$ cat src/rtl/matrix_uart_formatter.sv
// Renders one or more signed matrices from storage as ASCII text (space-separated, CRLF rows,
// optional 1-based matrix ID headers) over a valid/ready byte stream toward a shared UART TX.
module matrix_uart_formatter #(
    parameter int DATA_W = 8,
    parameter int ADDR_W = 8,
    parameter int DIM_W  = 4,
    parameter int CNT_W  = 3,
    parameter int RD_LAT = 1
) (
    input  logic              clk,
    input  logic              rst,
    input  logic              start,
    input  logic              mode,
    input  logic [DIM_W-1:0]  dim_m,
    input  logic [DIM_W-1:0]  dim_n,
    input  logic [ADDR_W-1:0] base_addr,
    input  logic [CNT_W-1:0]  mat_cnt,
    output logic              rd_en,
    output logic [ADDR_W-1:0] rd_addr,
    input  logic [DATA_W-1:0] rd_data,
    output logic [7:0]        tx_data,
    output logic              tx_valid,
    input  logic              tx_ready,
    output logic              busy,
    output logic              done,
    output logic              err
);

    localparam int ND   = DATA_W / 3 + 1;
    localparam int BW   = 4 * ND;
    localparam int DIGW = $clog2(ND);
    localparam int STW  = $clog2(DATA_W);
    localparam int LATW = 3;

    typedef enum logic [3:0] {
        IDLE, CHECK, HDR, RD_REQ, RD_WAIT, CONV, EMIT, SEP, DONE
    } state_t;

    state_t state_q, state_d;

    logic              mode_q, err_q, hdr_q, lf_q, started_q, sign_pend_q;
    logic [DIM_W-1:0]  m_q, n_q, r_q, c_q;
    logic [CNT_W-1:0]  cnt_q, k_q;
    logic [ADDR_W-1:0] addr_q;
    logic [LATW-1:0]   lat_q;
    logic [STW-1:0]    step_q;
    logic [DIGW-1:0]   dig_q;
    logic [DATA_W-1:0] bin_q, mag;
    logic [BW-1:0]     bcd_q, bcd_adj;
    logic [3:0]        cur_digit;
    logic              degenerate, last_col, last_row, last_mat;
    logic              xfer, lead_zero, need_crlf, sep_adv;

    assign degenerate = (m_q == '0) || (n_q == '0) || (mode_q && (cnt_q == '0));
    assign last_col   = (c_q == n_q - DIM_W'(1));
    assign last_row   = (r_q == m_q - DIM_W'(1));
    assign last_mat   = (k_q == cnt_q - CNT_W'(1));
    assign xfer       = tx_valid && tx_ready;
    assign cur_digit  = bcd_q[{dig_q, 2'b00} +: 4];
    assign lead_zero  = !started_q && (cur_digit == 4'd0) && (dig_q != '0);
    assign need_crlf  = hdr_q || last_col;
    assign sep_adv    = (state_q == SEP) && xfer && !(need_crlf && !lf_q);
    assign mag        = rd_data[DATA_W-1] ? (~rd_data + DATA_W'(1)) : rd_data;

    // Double-dabble correction: every BCD digit of 5 or more gets +3 before the shift.
    always_comb begin
        bcd_adj = bcd_q;
        for (int i = 0; i < ND; i++) begin
            if (bcd_q[4*i +: 4] >= 4'd5) begin
                bcd_adj[4*i +: 4] = bcd_q[4*i +: 4] + 4'd3;
            end
        end
    end

    always_ff @(posedge clk) begin
        if (rst) begin
            state_q <= IDLE;
        end else begin
            state_q <= state_d;
        end
    end

    always_comb begin
        state_d  = state_q;
        rd_en    = 1'b0;
        rd_addr  = '0;
        tx_valid = 1'b0;
        tx_data  = 8'h00;
        busy     = (state_q != IDLE);
        done     = 1'b0;
        err      = 1'b0;
        case (state_q)
            IDLE:    if (start) state_d = CHECK;
            CHECK: begin
                if (degenerate)  state_d = DONE;
                else if (mode_q) state_d = HDR;
                else             state_d = RD_REQ;
            end
            HDR:     state_d = CONV;
            RD_REQ: begin
                rd_en   = 1'b1;
                rd_addr = addr_q;
                state_d = RD_WAIT;
            end
            RD_WAIT: if (lat_q == LATW'(RD_LAT)) state_d = CONV;
            CONV:    if (step_q == STW'(DATA_W - 1)) state_d = EMIT;
            EMIT: begin
                if (sign_pend_q) begin
                    tx_valid = 1'b1;
                    tx_data  = 8'h2D;
                end else if (!lead_zero) begin
                    tx_valid = 1'b1;
                    tx_data  = 8'h30 + {4'h0, cur_digit};
                    if (xfer && (dig_q == '0)) state_d = SEP;
                end
            end
            SEP: begin
                tx_valid = 1'b1;
                tx_data  = !need_crlf ? 8'h20 : (lf_q ? 8'h0A : 8'h0D);
                if (sep_adv) begin
                    if (hdr_q || !last_col || !last_row) state_d = RD_REQ;
                    else if (!last_mat)                  state_d = mode_q ? HDR : RD_REQ;
                    else                                 state_d = DONE;
                end
            end
            DONE: begin
                done    = 1'b1;
                err     = err_q;
                state_d = IDLE;
            end
            default: state_d = IDLE;
        endcase
    end

    // Datapath: request latching, element pointer, BCD conversion and byte sequencing.
    always_ff @(posedge clk) begin
        if (rst) begin
            mode_q <= 1'b0; err_q <= 1'b0; hdr_q <= 1'b0; lf_q <= 1'b0;
            started_q <= 1'b0; sign_pend_q <= 1'b0;
            m_q <= '0; n_q <= '0; r_q <= '0; c_q <= '0; cnt_q <= '0; k_q <= '0;
            addr_q <= '0; lat_q <= '0; step_q <= '0; dig_q <= '0;
            bin_q <= '0; bcd_q <= '0;
        end else begin
            case (state_q)
                IDLE: if (start) begin
                    mode_q <= mode;
                    m_q    <= dim_m;
                    n_q    <= dim_n;
                    addr_q <= base_addr;
                    cnt_q  <= mode ? mat_cnt : CNT_W'(1);
                    k_q    <= '0;
                    r_q    <= '0;
                    c_q    <= '0;
                    err_q  <= 1'b0;
                    hdr_q  <= 1'b0;
                    lf_q   <= 1'b0;
                end
                CHECK: err_q <= degenerate;
                HDR: begin
                    hdr_q       <= 1'b1;
                    bin_q       <= DATA_W'(k_q) + DATA_W'(1);
                    sign_pend_q <= 1'b0;
                    bcd_q       <= '0;
                    step_q      <= '0;
                    dig_q       <= DIGW'(ND - 1);
                    started_q   <= 1'b0;
                end
                RD_REQ: lat_q <= LATW'(1);
                RD_WAIT: begin
                    lat_q <= lat_q + LATW'(1);
                    if (lat_q == LATW'(RD_LAT)) begin
                        bin_q       <= mag;
                        sign_pend_q <= rd_data[DATA_W-1];
                        bcd_q       <= '0;
                        step_q      <= '0;
                        dig_q       <= DIGW'(ND - 1);
                        started_q   <= 1'b0;
                    end
                end
                CONV: begin
                    {bcd_q, bin_q} <= {bcd_adj[BW-2:0], bin_q, 1'b0};
                    step_q         <= step_q + STW'(1);
                end
                EMIT: begin
                    if (sign_pend_q) begin
                        if (xfer) sign_pend_q <= 1'b0;
                    end else if (lead_zero) begin
                        dig_q <= dig_q - DIGW'(1);
                    end else if (xfer) begin
                        started_q <= 1'b1;
                        if (dig_q != '0) dig_q <= dig_q - DIGW'(1);
                    end
                end
                SEP: begin
                    if (xfer && need_crlf && !lf_q) lf_q <= 1'b1;
                    if (sep_adv) begin
                        lf_q <= 1'b0;
                        if (hdr_q) begin
                            hdr_q <= 1'b0;
                        end else begin
                            addr_q <= addr_q + ADDR_W'(1);
                            if (!last_col) begin
                                c_q <= c_q + DIM_W'(1);
                            end else begin
                                c_q <= '0;
                                if (!last_row) begin
                                    r_q <= r_q + DIM_W'(1);
                                end else begin
                                    r_q <= '0;
                                    k_q <= k_q + CNT_W'(1);
                                end
                            end
                        end
                    end
                end
                default: ;
            endcase
        end
    end

endmodule
$ cat config.mk
export PLATFORM = sky130hd
export DESIGN_NAME = matrix_uart_formatter
export DESIGN_NICKNAME = d
export VERILOG_FILES = /design/src/rtl/matrix_uart_formatter.sv
export SDC_FILE = /design/constraint.sdc
export NUM_CORES = 1
export LEC_CHECK = 0
export CORE_MARGIN = 1
export CORE_UTILIZATION = 45
export CTS_CLUSTER_DIAMETER = 80
export DETAILED_ROUTE_END_ITERATION = 8
export DONT_BUFFER_PORTS = 1
export GPL_TIMING_DRIVEN = 0
export REMOVE_ABC_BUFFERS = 1
export SLEW_MARGIN = 10
export SYNTH_ARGS = -nofsm -noshare
export SYNTH_HDL_FRONTEND = slang
export SYNTH_SLANG_ARGS = --single-unit
$ cat constraint.sdc
create_clock -name clk -period 5.45 [get_ports clk]
set_input_delay 0.545 -clock clk [delete_from_list [all_inputs] [get_ports clk]]
set_output_delay 0.545 -clock clk [all_outputs]
set_load 0.02 [all_outputs]
* Word level (Yosys, flattened, before mapping)
Index checks and enable logic that the tools add are counted. Widths: inputs -> output; s select.
Storage, ports and cells: register bits 68, input bits 32, output and inout bits 21, word-level logic and storage cells 191
Operators by class: $add $sub $neg 16, $lt $le $gt $ge 3, equality and inequality tests 27, shift operators 1, mux-type cells 78, bitwise logic cells 1, reduce and logical (&&, ||, !) cells 46
Operators by type and width (number):
- $mux 4 | 20
- $mux 8 | 6
- $pmux 12 s3 | 1
- $pmux 4 s8 | 1
- $mux 3 | 9
- $pmux 8 s3 | 1
- $ne 2x2->1 const B | 11
- $mux 1 | 17
- $add 8x1->8 const B | 2
- $eq 4x3->1 const B | 4
- $logic_not 4->1 | 4
- $pmux 4 s2 | 2
- $pmux 8 s2 | 1
- $reduce_and 5->1 | 3
- $mux 7 | 2
- $pmux 7 s2 | 1
- $ge 4x3->1 const B | 3
- $mux 12 | 1
- $pmux 3 s2 | 2
- $shiftx 12x5->4 | 1
- $logic_and 1x1->1 | 10
- $mux 2 | 5
- $add 3x1->3 const B | 3
- $pmux 1 s3 | 3
- 34 further kinds | 59

* Depth between registers and ports, before layout
Gate-level depths: netlist (run 1).
word-level depth 13, mapped depth 9, depth with buffers taken out 9

* Worst setup path after synthesis (run 1)
No wires, ideal clock.
kind register to output, start reg n_q[0], end out tx_data[2], data arrival time 1963 ps, data required time 4905 ps, setup slack 2942 ps, stages on the path, launching flop included 8, buffers on the path 0, cells stage by stage dfxtp_1 > inv_1 > ha_1 > xor2_1 > nand2_1 > o31a_1 > nand2b_1 > o22ai_1
On the way: word-level cells in the longest chain between the ends 5
RTL lines:
- start: declaration | RTL line 42 | logic [DIM_W-1:0] m_q, n_q, r_q, c_q;
- start signal: assignment | RTL line 148 | n_q <= dim_n;
- $sub 4x1->4 | RTL line 55 | assign last_col = (c_q == n_q - DIM_W'(1));
- $eq 4x4->1 | RTL line 55
- $logic_or 1x1->1 | RTL line 61 | assign need_crlf = hdr_q || last_col;
- $mux 6 | RTL line 119 | tx_data = !need_crlf ? 8'h20 : (lf_q ? 8'h0A : 8'h0D);
- $pmux 7 s2 | RTL line 92 | case (state_q)
- end: declaration | RTL line 21 | output logic [7:0] tx_data,
No other way between the ends.

* Worst setup path in the final report (run 1)
Ends and elaborated chain as after synthesis.

==> results of run 1 <==
==> worst register-to-register path: cells and delay by family (launching register included) <==
kind	cells	cell delay [ns]
flops	1	0.79
compound gates	1	0.91
mux	1	0.27
simple gates	3	0.72
==> per-stage QoR <==
stage	power (W)	util	setup WS, ns	instance area [µm²]	hold slack, ns
6_report	0.00183	0.487	2.37	4500	0.257
5_1_grt	0.00198	0.487	2.21	4500	0.233
4_1_cts	0.00185	0.487	2.33	4500	0.240
3_5_place_dp	0.00142	0.465	2.62	4300	0.438
3_3_place_gp	0.00139	0.464	2.21	4280	0.435
2_1_floorplan	0.00125	-	2.94	4120	0.426
==> power groups by stage <==
stage	registers (W)	clock network, W	logic [W]
after floorplan	0.000685	0	0.000561
after global placement	0.000716	0	0.000676
after detailed placement	0.000724	0	0.000692
after CTS	0.000713	0.000442	0.000696
after global routing	0.000733	0.000465	0.000778
final	0.000712	0.000429	0.000688
==> layer usage <==
| metal | global-route usage | vias to the layer above |
|---|---|---|
| li1 | - | 1846 |
| met1 | 0.256 | 1698 |
| met2 | 0.340 | 76 |
| met3 | 0.0555 | 12 |
| met4 | 0.0679 | 0 |
| met5 | 0 | - |
==> layout by cell type, fill, tap and decap left out, types with 15 or more instances in the layout <==
| cell | Yosys | routed |
|---|---|---|
| nor3_1 | 27 | 27 |
| nor2_1 | 45 | 45 |
| a21oi_1 | 39 | 39 |
| nand2_1 | 43 | 43 |
| inv_1 | 27 | 27 |
| a22oi_1 | 15 | 15 |
| dfxtp_1 | 68 | 68 |
| o21ai_0 | 18 | 18 |
| xnor2_1 | 19 | 19 |
| nand3_1 | 20 | 20 |
| ha_1 | 23 | 23 |
==> worst max path at each step <==
stage	start	to	slack, ns
2_1_floorplan	n_q[0]	tx_data[2]	2.94
3_3_place_gp	state_q[0]	state_q[0]	2.21
3_5_place_dp	state_q[0]	c_q[1]	2.62
4_1_cts	n_q[0]	tx_data[2]	2.33
5_1_grt	n_q[0]	tx_data[2]	2.21
6_report	n_q[0]	tx_data[2]	2.37
==> cell usage after synthesis, types with 4 or more instances <==
library cell / instances
nor3b_1: 4
o21ai_1: 6
nand2_1: 43
nor2_1: 45
buf_2: 4
a21oi_1: 39
o32ai_1: 4
nand3_1: 20
a31oi_1: 6
dfxtp_1: 68
o21ai_0: 18
o22ai_1: 4
xnor2_1: 19
inv_1: 27
and2_1: 11
nor2b_1: 9
and3_1: 7
nand2b_1: 8
nor3_1: 27
ha_1: 23
or3_1: 5
xor2_1: 10
or2_2: 6
a211oi_1: 8
clkbuf_1: 26
mux2i_1: 7
a22oi_1: 15
==> logic make-up after synthesis <==
logic type               Yosys count  synth area share
AND/OR/NAND/NOR                  208             0.254
other                              1          0.000875
adder cells (fa/ha/maj)           23            0.0672
XOR/XNOR                          29            0.0593
flip-flops                        68             0.318
AO/OA/AOI/OAI                    133             0.213
buffers and inverters             64            0.0634
multiplexers                      10            0.0242
==> registers in the layout, indices dropped and copies added, names as in the netlist <==
register and count:
addr_q 8, bcd_q 12, bin_q 8, c_q 4, cnt_q 3, dig_q 2, err_q 1, hdr_q 1
k_q 3, lat_q 3, lf_q 1, m_q 4, mode_q 1, n_q 4, r_q 4, sign_pend_q 1
started_q 1, state_q 4, step_q 3
==> layout make-up <==
class,count,share of cell area
multi-input cells,405,0.591
flip-flops and latches,68,0.303
well taps,129,0.0359
clock buffers,12,0.0345
inverters,28,0.0234
clock inverters,4,0.0106
repair buffers,1,0.00167
==> results.toml, run 1 <==
[drt]
ant_nets = 0
routedWlPerCell_um = 14.8
via_count = 3632
routed.top_layer = "met4"
wl_met1_um = 4440
route.detailed.drc = 0
viasPerCell = 5.61
drt_wl_total_um = 9590
drt_iter0_drc = 142
wl_met2_um = 4610
firstDrtPassIters = 4
met3WireLength_um = 415

[clocking]
cts_buffer_depth = 2
ctsResizeCount = 0
cts.htree.levels = 3
clkTransAtPathRegs_ns = 0.07
hold_buffers = 0
numCtsBuffers = 9
clock-sinks = 68
ctsRootBufferMaster = "clkbuf_8"
cts_tree = "yes"
post_cts_buffers = 0
clock_latency_ns = 0.35

[setup_path]
cp_top_family = "compound AO/OA/AOI/OAI gates"
required_ns = 4.91
cp_num_cells = 7
critPathMaxFanout = 4
rrSetupSlack_ns = 2.64
arrival_ns = 2.54
slowest_delay_ns = 0.45
r2r_start = "state_q[0]"
crit_path_end_kind = "output pin"
r2r.worst_path.cells = 5
critPathLaunchType = "flop"
r2r_end = "c_q[1]"
slowest_stage = "o22ai_1"
path_cells = "inv_1 > ha_1 > xor2_1 > nand2_1 > o31a_1 > nand2b_1 > o22ai_1"
critical_path_class = "flop to output pin"
worst-path-buf-inv = 1

[finish]
area.sequential_um2 = 1360
antennaDiodeCount = 0
fillers = 946
nets = 568
multi_input_area_um2 = 2660
area_growth_syn_to_layout_pct = 5.02
drive_gt1_frac = 0.0753
stdcell_count = 647

[yosys]
netlist_area_um2 = 4280
synthArstFlopShare = 0
ys_types = 69
synth_edf_count = 0
yosys.area.top_type = "dfxtp_1"
synthTopCellsByArea = "dfxtp_1, ha_1, a21oi_1, nor2_1, xnor2_1"
syn_area_per_cell_um2 = 7.99
synth_seq_cells = 68
yosys_warnings = 0
synth_seq_area_share = 0.318
synth_cells = 536
ys.flop_type = "dfxtp_1"
synth_top_area_frac = 0.318

[power]
power.leakage_nw = 1.62
p_int_w = 0.00110
swShare = 0.399
p_sw_w = 0.000730
seqPwrFrac = 0.389
ir_worst_vdd_mv = 0.210
powerDensity_nw_per_um2 = 407
pwr-share-clk = 0.235
comb_power_share = 0.376

[global_routing]
grt_usage = 0.204
grt_pass1_vias = 3375
grt_remaining_overflow = 0
antenna_found_initial = 0
grt_start_max_net_pins = 63
grt_pass1_wl_um = 16100

[timing]
max_freq_mhz = 325
tightest_slew_ns = 1.05
setup_viol = 0
hold_violations = 0
final.setup.tns_ns = 0
period_minus_slack_ns = 3.08
fin_crit_sh = 0.565
drv_slew = 0
relSlewSlack = 0.290
rsz0062_at_grt = "false"
fin_skew_ns = 0.00472

[floorplanning]
core_area_um2 = 9240
ios = 53
chipHeight_um = 99.6
die_x_um = 99.6
die_area_um2 = 9910
start_util = 0.464
rows = 35

[worst_hold_path]
hold_path.startpoint = "rst"
hold_end = "addr_q[1]"
min_path_cells = 1
min_path_type = "input port to flop"

[place]
numPortBuffers = 0
dpl.hpwl_um = 6720
placedCellCount = 631
gp_congestion = 0.801

[run_status]
status = "completed"

[job]
cap_violations = 0
No activity file was read; power rests on OpenSTA's default activity.
==> inputs of run 2 (changes only) <==
==> constraint.sdc (replaced) <==
create_clock -name clk -period 3.12 [get_ports clk]
set_input_delay 0.312 -clock clk [delete_from_list [all_inputs] [get_ports clk]]
set_output_delay 0.312 -clock clk [all_outputs]
set_load 0.02 [all_outputs]
==> results of run 2 <==
Same layout as run 1 (identical final DEF). Status: completed.
Main changes from that run: setup slack after placement 2.62 ns -> 0.290 ns; setup slack after layout 2.37 ns -> 0.272 ns; hold slack 0.257 ns -> 0.0241 ns; register-to-register setup slack 2.64 ns -> 0.31 ns; total power 0.00183 W -> 0.00319 W; worst IR drop on VDD 0.210 mV -> 0.366 mV
==> inputs of run 3 (changes only) <==
--- a/config.mk
+++ b/config.mk
@@ -8,6 +8,7 @@
 export CORE_MARGIN = 1
 export CORE_UTILIZATION = 45
 export CTS_CLUSTER_DIAMETER = 80
+export CTS_CLUSTER_SIZE = 40
 export DETAILED_ROUTE_END_ITERATION = 8
 export DONT_BUFFER_PORTS = 1
 export GPL_TIMING_DRIVEN = 0
==> results of run 3 <==
Same layout as run 1 (identical final DEF). Status: completed.
Main changes from that run: setup slack after placement 2.62 ns -> 0.290 ns; setup slack after layout 2.37 ns -> 0.272 ns; hold slack 0.257 ns -> 0.0241 ns; register-to-register setup slack 2.64 ns -> 0.31 ns; total power 0.00183 W -> 0.00319 W; worst IR drop on VDD 0.210 mV -> 0.366 mV
